**src/rtl/trig_pkg.sv**
```systemverilog
// Shared constants, FSM state type and phase clamp helper for the phase
// generator and the sine/cosine lookup stage.
package trig_pkg;
    localparam int PHASE_MAX = 3600;
    localparam int DEG_W     = 12;
    localparam int VAL_W     = 10;
    localparam int FRAC_W    = 8;
    localparam int ACC_W     = DEG_W + FRAC_W;

    typedef enum logic [1:0] {
        IDLE = 2'd0,
        RUN  = 2'd1,
        DONE = 2'd2
    } state_t;

    // Out-of-range phases and steps saturate to the last legal tenth-degree.
    function automatic logic [DEG_W-1:0] clamp_deg(input logic [DEG_W-1:0] v);
        if (v >= DEG_W'(PHASE_MAX))
            return DEG_W'(PHASE_MAX - 1);
        return v;
    endfunction
endpackage

```
**src/rtl/phase_wrap_add.sv**
```systemverilog
// Fixed-point phase accumulate with modulo-3600 correction on the integer part.
module phase_wrap_add
    import trig_pkg::*;
(
    input  logic [ACC_W-1:0] acc_i,
    input  logic [ACC_W-1:0] step_i,
    output logic [ACC_W-1:0] acc_next_o,
    output logic             wrapped_o
);
    localparam logic [DEG_W:0] MOD = (DEG_W + 1)'(PHASE_MAX);

    logic [ACC_W:0] sum;
    logic [DEG_W:0] sum_int;

    // Both operands stay below 3600, so one subtraction always lands in range.
    always_comb begin
        sum        = {1'b0, acc_i} + {1'b0, step_i};
        sum_int    = sum[ACC_W:FRAC_W];
        wrapped_o  = (sum_int >= MOD);
        if (wrapped_o)
            sum_int = sum_int - MOD;
        acc_next_o = {sum_int[DEG_W-1:0], sum[FRAC_W-1:0]};
    end
endmodule

```
**src/rtl/phase_stepper.sv**
```systemverilog
// Phase generator for the trig LUT: steps a tenth-degree phase by a programmable
// fixed-point increment, free-running or as one sweep, with registered outputs.
module phase_stepper
    import trig_pkg::*;
(
    input  logic              clk,
    input  logic              rst,
    input  logic              start,
    input  logic              stop,
    input  logic              sweep,
    input  logic              iscos_in,
    input  logic [DEG_W-1:0]  phase_init,
    input  logic              step_valid,
    input  logic [DEG_W-1:0]  step_int,
    input  logic [FRAC_W-1:0] step_frac,
    output logic              step_ready,
    output logic [DEG_W-1:0]  degree,
    output logic              iscos,
    output logic              sample_valid,
    output logic              wrap,
    output logic              done,
    output state_t            dbg_state
);
    state_t           state_q;
    logic [ACC_W-1:0] acc_q;
    logic [ACC_W-1:0] acc_d;
    logic [ACC_W-1:0] step_q;
    logic             wrapped;
    logic             sweep_q;
    logic             iscos_q;
    logic             sample_valid_q;
    logic             wrap_q;
    logic             done_q;
    logic             step_ready_q;

    phase_wrap_add u_add (
        .acc_i      (acc_q),
        .step_i     (step_q),
        .acc_next_o (acc_d),
        .wrapped_o  (wrapped)
    );

    always_ff @(posedge clk) begin
        if (rst) begin
            state_q        <= IDLE;
            acc_q          <= '0;
            step_q         <= {DEG_W'(1), FRAC_W'(0)};
            sweep_q        <= 1'b0;
            iscos_q        <= 1'b0;
            sample_valid_q <= 1'b0;
            wrap_q         <= 1'b0;
            done_q         <= 1'b0;
            step_ready_q   <= 1'b0;
        end else begin
            wrap_q <= 1'b0;
            done_q <= 1'b0;
            // A step accepted now only affects updates after this edge.
            if (step_valid && step_ready_q)
                step_q <= {clamp_deg(step_int), step_frac};

            case (state_q)
                IDLE: begin
                    step_ready_q   <= 1'b1;
                    sample_valid_q <= 1'b0;
                    if (start && !stop) begin
                        state_q        <= RUN;
                        acc_q          <= {clamp_deg(phase_init), FRAC_W'(0)};
                        iscos_q        <= iscos_in;
                        sweep_q        <= sweep;
                        sample_valid_q <= 1'b1;
                    end
                end
                RUN: begin
                    step_ready_q <= 1'b1;
                    if (stop) begin
                        state_q        <= IDLE;
                        sample_valid_q <= 1'b0;
                    end else if (wrapped && sweep_q) begin
                        // Sweep ends on the last pre-wrap sample; the phase holds.
                        state_q        <= DONE;
                        sample_valid_q <= 1'b0;
                        done_q         <= 1'b1;
                        step_ready_q   <= 1'b0;
                    end else begin
                        acc_q          <= acc_d;
                        wrap_q         <= wrapped;
                        sample_valid_q <= 1'b1;
                    end
                end
                DONE: begin
                    state_q        <= IDLE;
                    step_ready_q   <= 1'b1;
                    sample_valid_q <= 1'b0;
                end
                default: begin
                    state_q        <= IDLE;
                    sample_valid_q <= 1'b0;
                end
            endcase
        end
    end

    assign degree       = acc_q[ACC_W-1:FRAC_W];
    assign iscos        = iscos_q;
    assign sample_valid = sample_valid_q;
    assign wrap         = wrap_q;
    assign done         = done_q;
    assign step_ready   = step_ready_q;
    assign dbg_state    = state_q;
endmodule

```
**config.mk**
```make
export PLATFORM = sky130hd
export DESIGN_NAME = phase_stepper
export DESIGN_NICKNAME = d
export VERILOG_FILES = /design/src/rtl/trig_pkg.sv /design/src/rtl/phase_wrap_add.sv /design/src/rtl/phase_stepper.sv
export SDC_FILE = /design/constraint.sdc
export NUM_CORES = 1
export LEC_CHECK = 0
export CORE_ASPECT_RATIO = 1.5
export CORE_MARGIN = 8
export CORE_UTILIZATION = 58
export CTS_CLUSTER_DIAMETER = 150
export CTS_CLUSTER_SIZE = 20
export DETAILED_ROUTE_END_ITERATION = 6
export PLACE_DENSITY = 0.93
export SLEW_MARGIN = 5
export SYNTH_ARGS = -nofsm -noshare
export SYNTH_HDL_FRONTEND = slang
export SYNTH_SLANG_ARGS = --single-unit
```
**constraint.sdc**
```tcl
create_clock -name clk -period 6.8 [get_ports clk]
set_input_delay 1.02 -clock clk [delete_from_list [all_inputs] [get_ports clk]]
set_output_delay 1.02 -clock clk [all_outputs]
set_load 0.02 [all_outputs]
```
==> flow_summary_export.csv, run 1 <==
group,metric,value,unit
clock_tree,cts_root_buf,"clkbuf_8",
critical_path,arrival,4390,ps
critical_path,cp_num_buf_inv,2,
timing,whs,464,ps
clock_tree,insertion_delay,320,ps
floorplan,core,5790,um^2
critical_path,critical_path_depth,16,
timing,fmax,237,MHz
final_layout,fin_area,4020,um^2
critical_path,required,6970,ps
global_route,grt_pass1_wl,16300,um
clock_tree,cts_made_buffers,5,
critical_path,cp_slowest_stage_delay,450,ps
clock_tree,tritoncts,"done",
placement,port_buffers,57,
timing,rsz0062_at_grt,"no",
floorplan,die_area,8790,um^2
synthesis,yosys-top-cells-count,"nor2_1 (60), nand2_1 (49), dfxtp_1 (48)",
placement,dp_hpwl,7980,um
synthesis,syn_nets,502,
timing,fin_ws,2580,ps
final_layout,drive_gt1_frac,0.0742,
detailed_routing,via_count,3479,
timing,fin_skew,8.26,ps
global_route,gr-usage-all-layers,0.229,
power,p_sw,0.238,mW
timing,hold_viol,0,
clock_tree,htree_levels,2,
global_route,grt_pass1_vias,3520,
timing,final.period_utilization,0.620,
final_layout,layout.nets,533,
timing,tightest_slew,980,ps
placement,dp_slack,2670,ps
final_layout,area_growth,15.5,%
synthesis,syn_avg_cell_area,7.91,um^2
detailed_routing,via_per_inst,6.40,
critical_path,path_cells,"ha_1 -> inv_1 -> fa_1 -> nand2b_1 -> a21o_1 -> a211oi_1 -> nor2_1 -> xnor2_1 -> ha_1 -> o21ai_0 -> o41ai_2 -> o211ai_2 -> a21o_1 -> buf_4 -> mux2i_1 -> nor2_1",
floorplan,initial_core_util,0.602,
detailed_routing,ant_nets,0,
global_route,antenna_found_initial,0,
floorplan,die_height,111,um
global_route,grt_max_degree,50,
final_layout,antenna_cells,0,
floorplan,io_pins,58,
detailed_routing,drtIter0Drc,169,
power,combPwrFrac,0.294,
synthesis,netlist.area_leader.share,0.276,
timing,max_slew_margin,0.337,
critical_path,critPathTopFamily,"compound AO/OA/AOI/OAI gates",
synthesis,netlist_area,3480,um^2
detailed_routing,detail_route.first_pass.iterations,6,
critical_path,r2r_cells,16,
flow_run,maxCapViolCount,0,
power,p_leak,1.46,nW
final_layout,final_util,0.695,
clock_tree,cts_resized,0,
floorplan,std_cell_rows,34,
timing,slew_violations,0,
power,p_int,0.467,mW
clock_tree,cts.sinks,48,
synthesis,async_reset_ff_frac,0,
synthesis,synth.most_common_cell,"nor2_1",
min_path,hold_class,"reg2reg",
clock_tree,cts_buffer_depth,2,
synthesis,yosys.area.top_type,"dfxtp_1",
critical_path,end_kind,"register",
detailed_routing,wl_per_cell,18.7,um
timing,period_needed,4220,ps
synthesis,synth_area_leaders,"dfxtp_1 (28%), ha_1 (7.9%), nor2_1 (6.5%)",
detailed_routing,drt-total-wl,10200,um
placement,place_congestion,0.974,
min_path,hold_depth,2,
critical_path,worst_path_max_delay_cell,"a211oi_1",
synthesis,ys_ff_latch,48,
run_status,outcome,"completed",
detailed_routing,drc,0,
synthesis,seq_area_frac_synth,0.276,
power,p_clk_frac,0.271,
synthesis,synth-main-ff-cell,"dfxtp_1",
clock_tree,clk_pin_slew,90,ps
power,switching_share,0.338,
power,seq_power_share,0.436,
critical_path,path_class,"reg2reg",
placement,place_area,3930,um^2
synthesis,synth.distinct_cells,65,
synthesis,synth_cells,440,
synthesis,yosys_warnings,0,
floorplan,die_width,79.3,um
critical_path,start_kind,"register",
power,ir_worst_vdd,0.000130,V
global_route,grt_overflow,0,
timing,setup_viol,0,
clock_tree,post_cts_buffers,0,
critical_path,critical_path.max_fanout,19,
timing,tns,0,ps
clock_tree,cts_hold_buf,0,
power,power_per_cell_area,175,nW/um^2
synthesis,synth-edff-count,0,
==> metrics by stage <==
step                cells  power, mW
CTS                   544      0.704
detailed placement    536      0.517
global route          544      0.732
global placement      536      0.513
floorplan             440      0.459
finish                544      0.705
==> kinds of logic (layout without fill, tap and decap cells) <==
| logic type | Yosys count | in the layout | synth area share |
|---|---|---|---|
| AND/OR/NAND/NOR | 180 | 180 | 0.251 |
| AO/OA/AOI/OAI | 125 | 125 | 0.257 |
| flip-flops | 48 | 48 | 0.276 |
| buffers and inverters | 42 | 74 | 0.0715 |
| adder cells (fa/ha/maj) | 23 | 23 | 0.0848 |
| XOR/XNOR | 11 | 11 | 0.0277 |
| multiplexers | 11 | 11 | 0.0320 |
==> worst paths after layout <==
check                                            start                      to  slack, ps
worst max-delay path             acc_q[0]$_SDFFE_PP0P_   acc_q[6]$_SDFFE_PP0P_       2580
worst min-delay path            step_q[7]$_SDFFE_PP0P_  step_q[7]$_SDFFE_PP0P_        460
worst max register to register   acc_q[0]$_SDFFE_PP0P_   acc_q[6]$_SDFFE_PP0P_       2580
worst min register to register  step_q[7]$_SDFFE_PP0P_  step_q[7]$_SDFFE_PP0P_        460
==> area by class of cell <==
cell class | count | area [um^2]
multi-input cells | 350 | 2270
fillers | 496 | 1760
flip-flops and latches | 48 | 961
clock inverters | 2 | 13.8
well taps | 72 | 90.1
repair buffers | 58 | 573
clock buffers | 6 | 82.6
inverters | 8 | 30.0
==> layer usage <==
metal	wire [um]	up-vias	track usage
met2	5260	167	0.395
met1	3600	1613	0.225
li1	-	1637	-
met4	736	0	0.196
met5	0	-	0
met3	587	62	0.0438
==> power groups by stage <==
stage,clock (mW),sequential [mW],combinational (mW)
6_report,0.191,0.307,0.207
5_1_grt,0.199,0.309,0.224
4_1_cts,0.192,0.307,0.205
3_5_place_dp,0,0.313,0.203
3_3_place_gp,0,0.313,0.200
2_1_floorplan,0,0.310,0.149
==> sequential cells by signal, summed over array words and instances, names as in the netlist <==
name and cells:
wrap 1, dbg_state 2, sweep_q 1, acc_q 20, iscos 1, done 1
sample_valid 1, step_q 20, step_ready 1
==> cell usage in the layout, fill, tap and decap left out, types with 5 or more instances in the layout <==
cell	count
a211oi_1	7
a211oi_2	5
a21oi_1	33
a22oi_1	6
a311oi_1	5
and2_1	8
clkbuf_8	6
clkdlybuf4s50_1	56
dfxtp_1	48
ha_1	22
inv_1	8
mux2i_1	10
nand2_1	49
nand2b_1	10
nand3_1	11
nand4_1	6
nor2_1	60
nor2_2	5
nor3_1	7
o211ai_1	5
o21a_1	7
o21ai_0	17
o22ai_1	5
xnor2_1	7
==> worst register-to-register path: stages (launching register included) <==
cell      delay [ps]
dfxtp_1          350
ha_1             200
inv_1             70
fa_1             380
nand2b_1         200
a21o_1           240
a211oi_1         450
nor2_1           100
xnor2_1          340
ha_1             220
o21ai_0          140
o41ai_2          360
o211ai_2         120
a21o_1           340
buf_4            310
mux2i_1          200
nor2_1            60
No activity file was read; power rests on OpenSTA's default activity.
==> run 2: changes to the inputs <==
- CORE_UTILIZATION: 58 -> 54
- PLACE_DENSITY: 0.93 -> 0.88
- clock period: 6.8 -> 4 ns (I/O delays scaled with it)
==> run 2 against run 1 <==
  * Fmax up 10%
  * Clock power increased by 65%
  * Total power grew 70%
  * Cell area is 2.2% higher
  * Routed wire length is 4.1% lower
  * Critical endpoint is now acc_q[18]$_SDFFE_PP0P_
  * Highest routed layer unchanged
==> flow_summary_export.csv, run 2 (same netlist as run 1, synthesis figures left out) <==
group,metric,value,unit
run_status,outcome,"completed",
clock_tree,insertion_delay,300,ps
critical_path,crit_path_start,"acc_q[1]$_SDFFE_PP0P_",
flow_run,maxCapViolCount,0,
power,ir_worst_vdd,0.000252,V
timing,fmax,261,MHz
timing,final.period_utilization,0.956,
final_layout,area_growth,18.1,%
timing,whs,468,ps
timing,fin_ws,175,ps
min_path,min_from,"step_q[2]$_SDFFE_PP0P_",
min_path,holdPathEnd,"step_q[2]$_SDFFE_PP0P_",
critical_path,arrival,4000,ps
final_layout,drive_gt1_frac,0.0919,
placement,port_buffers,57,
detailed_routing,drc,0,
global_route,grt_pass1_wl,15800,um
min_path,hold_depth,2,
timing,period_needed,3830,ps
floorplan,initial_core_util,0.548,
power,p_leak,1.51,nW
final_layout,fin_area,4110,um^2
timing,fin_skew,4.80,ps
final_layout,area.sequential,961,um^2
critical_path,start_kind,"register",
floorplan,io_pins,58,
floorplan,die_width,81.6,um
floorplan,core,6350,um^2
detailed_routing,detail_route.first_pass.iterations,4,
global_route,antenna_found_initial,0,
final_layout,antenna_cells,0,
critical_path,path_class,"reg2reg",
placement,place_area,3970,um^2
global_route,gr-usage-all-layers,0.213,
min_path,hold_class,"reg2reg",
timing,slew_violations,0,
final_layout,final_util,0.647,
timing,hold_viol,0,
global_route,grt_max_degree,50,
clock_tree,htree_levels,2,
clock_tree,cts_buffer_depth,2,
final_layout,final_cell_mix,"nor2_1 (60), clkdlybuf4s50_1 (56), nand2_1 (49)",
clock_tree,cts_made_buffers,5,
detailed_routing,drtIter0Drc,161,
clock_tree,clk_pin_slew,90,ps
clock_tree,tritoncts,"done",
critical_path,worstReg2RegStart,"acc_q[1]$_SDFFE_PP0P_",
placement,dp_slack,97.1,ps
critical_path,end_kind,"register",
clock_tree,cts.sinks,48,
critical_path,regToRegSetupSlack,170,ps
detailed_routing,via_count,3308,
final_layout,multi_input_area,2290,um^2
clock_tree,cts_root_buf,"clkbuf_8",
floorplan,die_area,9320,um^2
timing,setup_viol,0,
critical_path,required,4170,ps
detailed_routing,ant_nets,0,
detailed_routing,drt-total-wl,9770,um
floorplan,std_cell_rows,36,
power,power_per_cell_area,292,nW/um^2
global_route,grt_overflow,0,
clock_tree,cts_hold_buf,0,
placement,dp_hpwl,7870,um
floorplan,die_height,114,um
timing,max_slew_margin,0.354,
detailed_routing,via_per_inst,5.96,
final_layout,mostFrequentLayoutCell,"nor2_1",
global_route,grt_pass1_vias,3389,
power,total_power,1.20,mW
critical_path,reg2reg_to,"acc_q[18]$_SDFFE_PP0P_",
critical_path,r2r_cells,15,
timing,tightest_slew,966,ps
final_layout,layout.nets,540,
detailed_routing,wl_per_cell,17.6,um
final_layout,fillers,552,
critical_path,critical_path.max_fanout,34,
placement,place_congestion,0.968,
[run 2: cell types whose count changed in the layout (fill, tap and decap cells not counted)]
cell and change:
a211oi_1 -1, a211oi_4 +1, buf_12 +1, buf_4 +6, xnor2_1 -1, xnor2_2 +1
[run 2: how the worst max path moves through the flow]
stage | to | slack [ps] | cells after the start
2_1_floorplan | acc_q[19]$_SDFFE_PP0P_ | 640 | 17
3_3_place_gp | acc_q[18]$_SDFFE_PP0P_ | 180 | 16
3_5_place_dp | acc_q[18]$_SDFFE_PP0P_ | 100 | 16
4_1_cts | acc_q[18]$_SDFFE_PP0P_ | 70 | 16
5_1_grt | acc_q[18]$_SDFFE_PP0P_ | -2 | 17
6_report | acc_q[18]$_SDFFE_PP0P_ | 170 | 15
[run 2: through the flow]
stage | instances | TNS, ps
finish | 555 | 0
global route | 555 | -2.18
CTS | 552 | 0
detailed placement | 544 | 0
global placement | 544 | 0
floorplan | 440 | 0
[run 2: worst max-delay path: stages (launching register included)]
cell      delay, ps
dfxtp_1         340
ha_1            310
a211oi_1        490
o21ai_0         260
a21boi_1        270
a31oi_1         150
xnor2_1         260
ha_1            190
o21ai_0         140
o41ai_2         360
buf_4           170
o211ai_2         70
a21o_1          220
buf_12          190
o311ai_1        130
o21ai_0         160
[run 2: layer usage]
metal | up-vias | share of wire | track usage
met5 | - | 0 | 0
li1 | 1647 | - | -
met2 | 87 | 0.54 | 0.403
met3 | 28 | 0.042 | 0.0362
met4 | 0 | 0.047 | 0.114
met1 | 1546 | 0.37 | 0.206
[run 2: area by class of cell]
class                   count  area share
flip-flops and latches     48       0.234
multi-input cells         350       0.557
clock inverters             2     0.00335
well taps                  76      0.0231
clock buffers               6      0.0201
inverters                   8     0.00730
repair buffers             65       0.155
[run 2: what timing repair did]
| item | CTS | global route |
|---|---|---|
| gates resized for setup | 0 | 3 |
| buffers inserted | 0 | 3 |
| endpoints found under the setup margin | 0 | 26 |
[run 2: where the power goes]
| group | switching [mW] | internal (mW) |
|---|---|---|
| combinational | 0.201 | 0.161 |
| clock | 0.173 | 0.142 |
| sequential | 0.0214 | 0.501 |
==> run 3: changes to the inputs <==
--- a/constraint.sdc
+++ b/constraint.sdc
@@ -3,2 +3,2 @@
 set_output_delay 0.6 -clock clk [all_outputs]
-set_load 0.02 [all_outputs]
+set_load 0.05 [all_outputs]
==> results of run 3 <==
Same layout as run 2 (identical final DEF). Status: completed.
Among the figures that moved: total power 1.20 mW -> 1.23 mW; worst IR drop on VDD 0.000252 V -> 0.000253 V
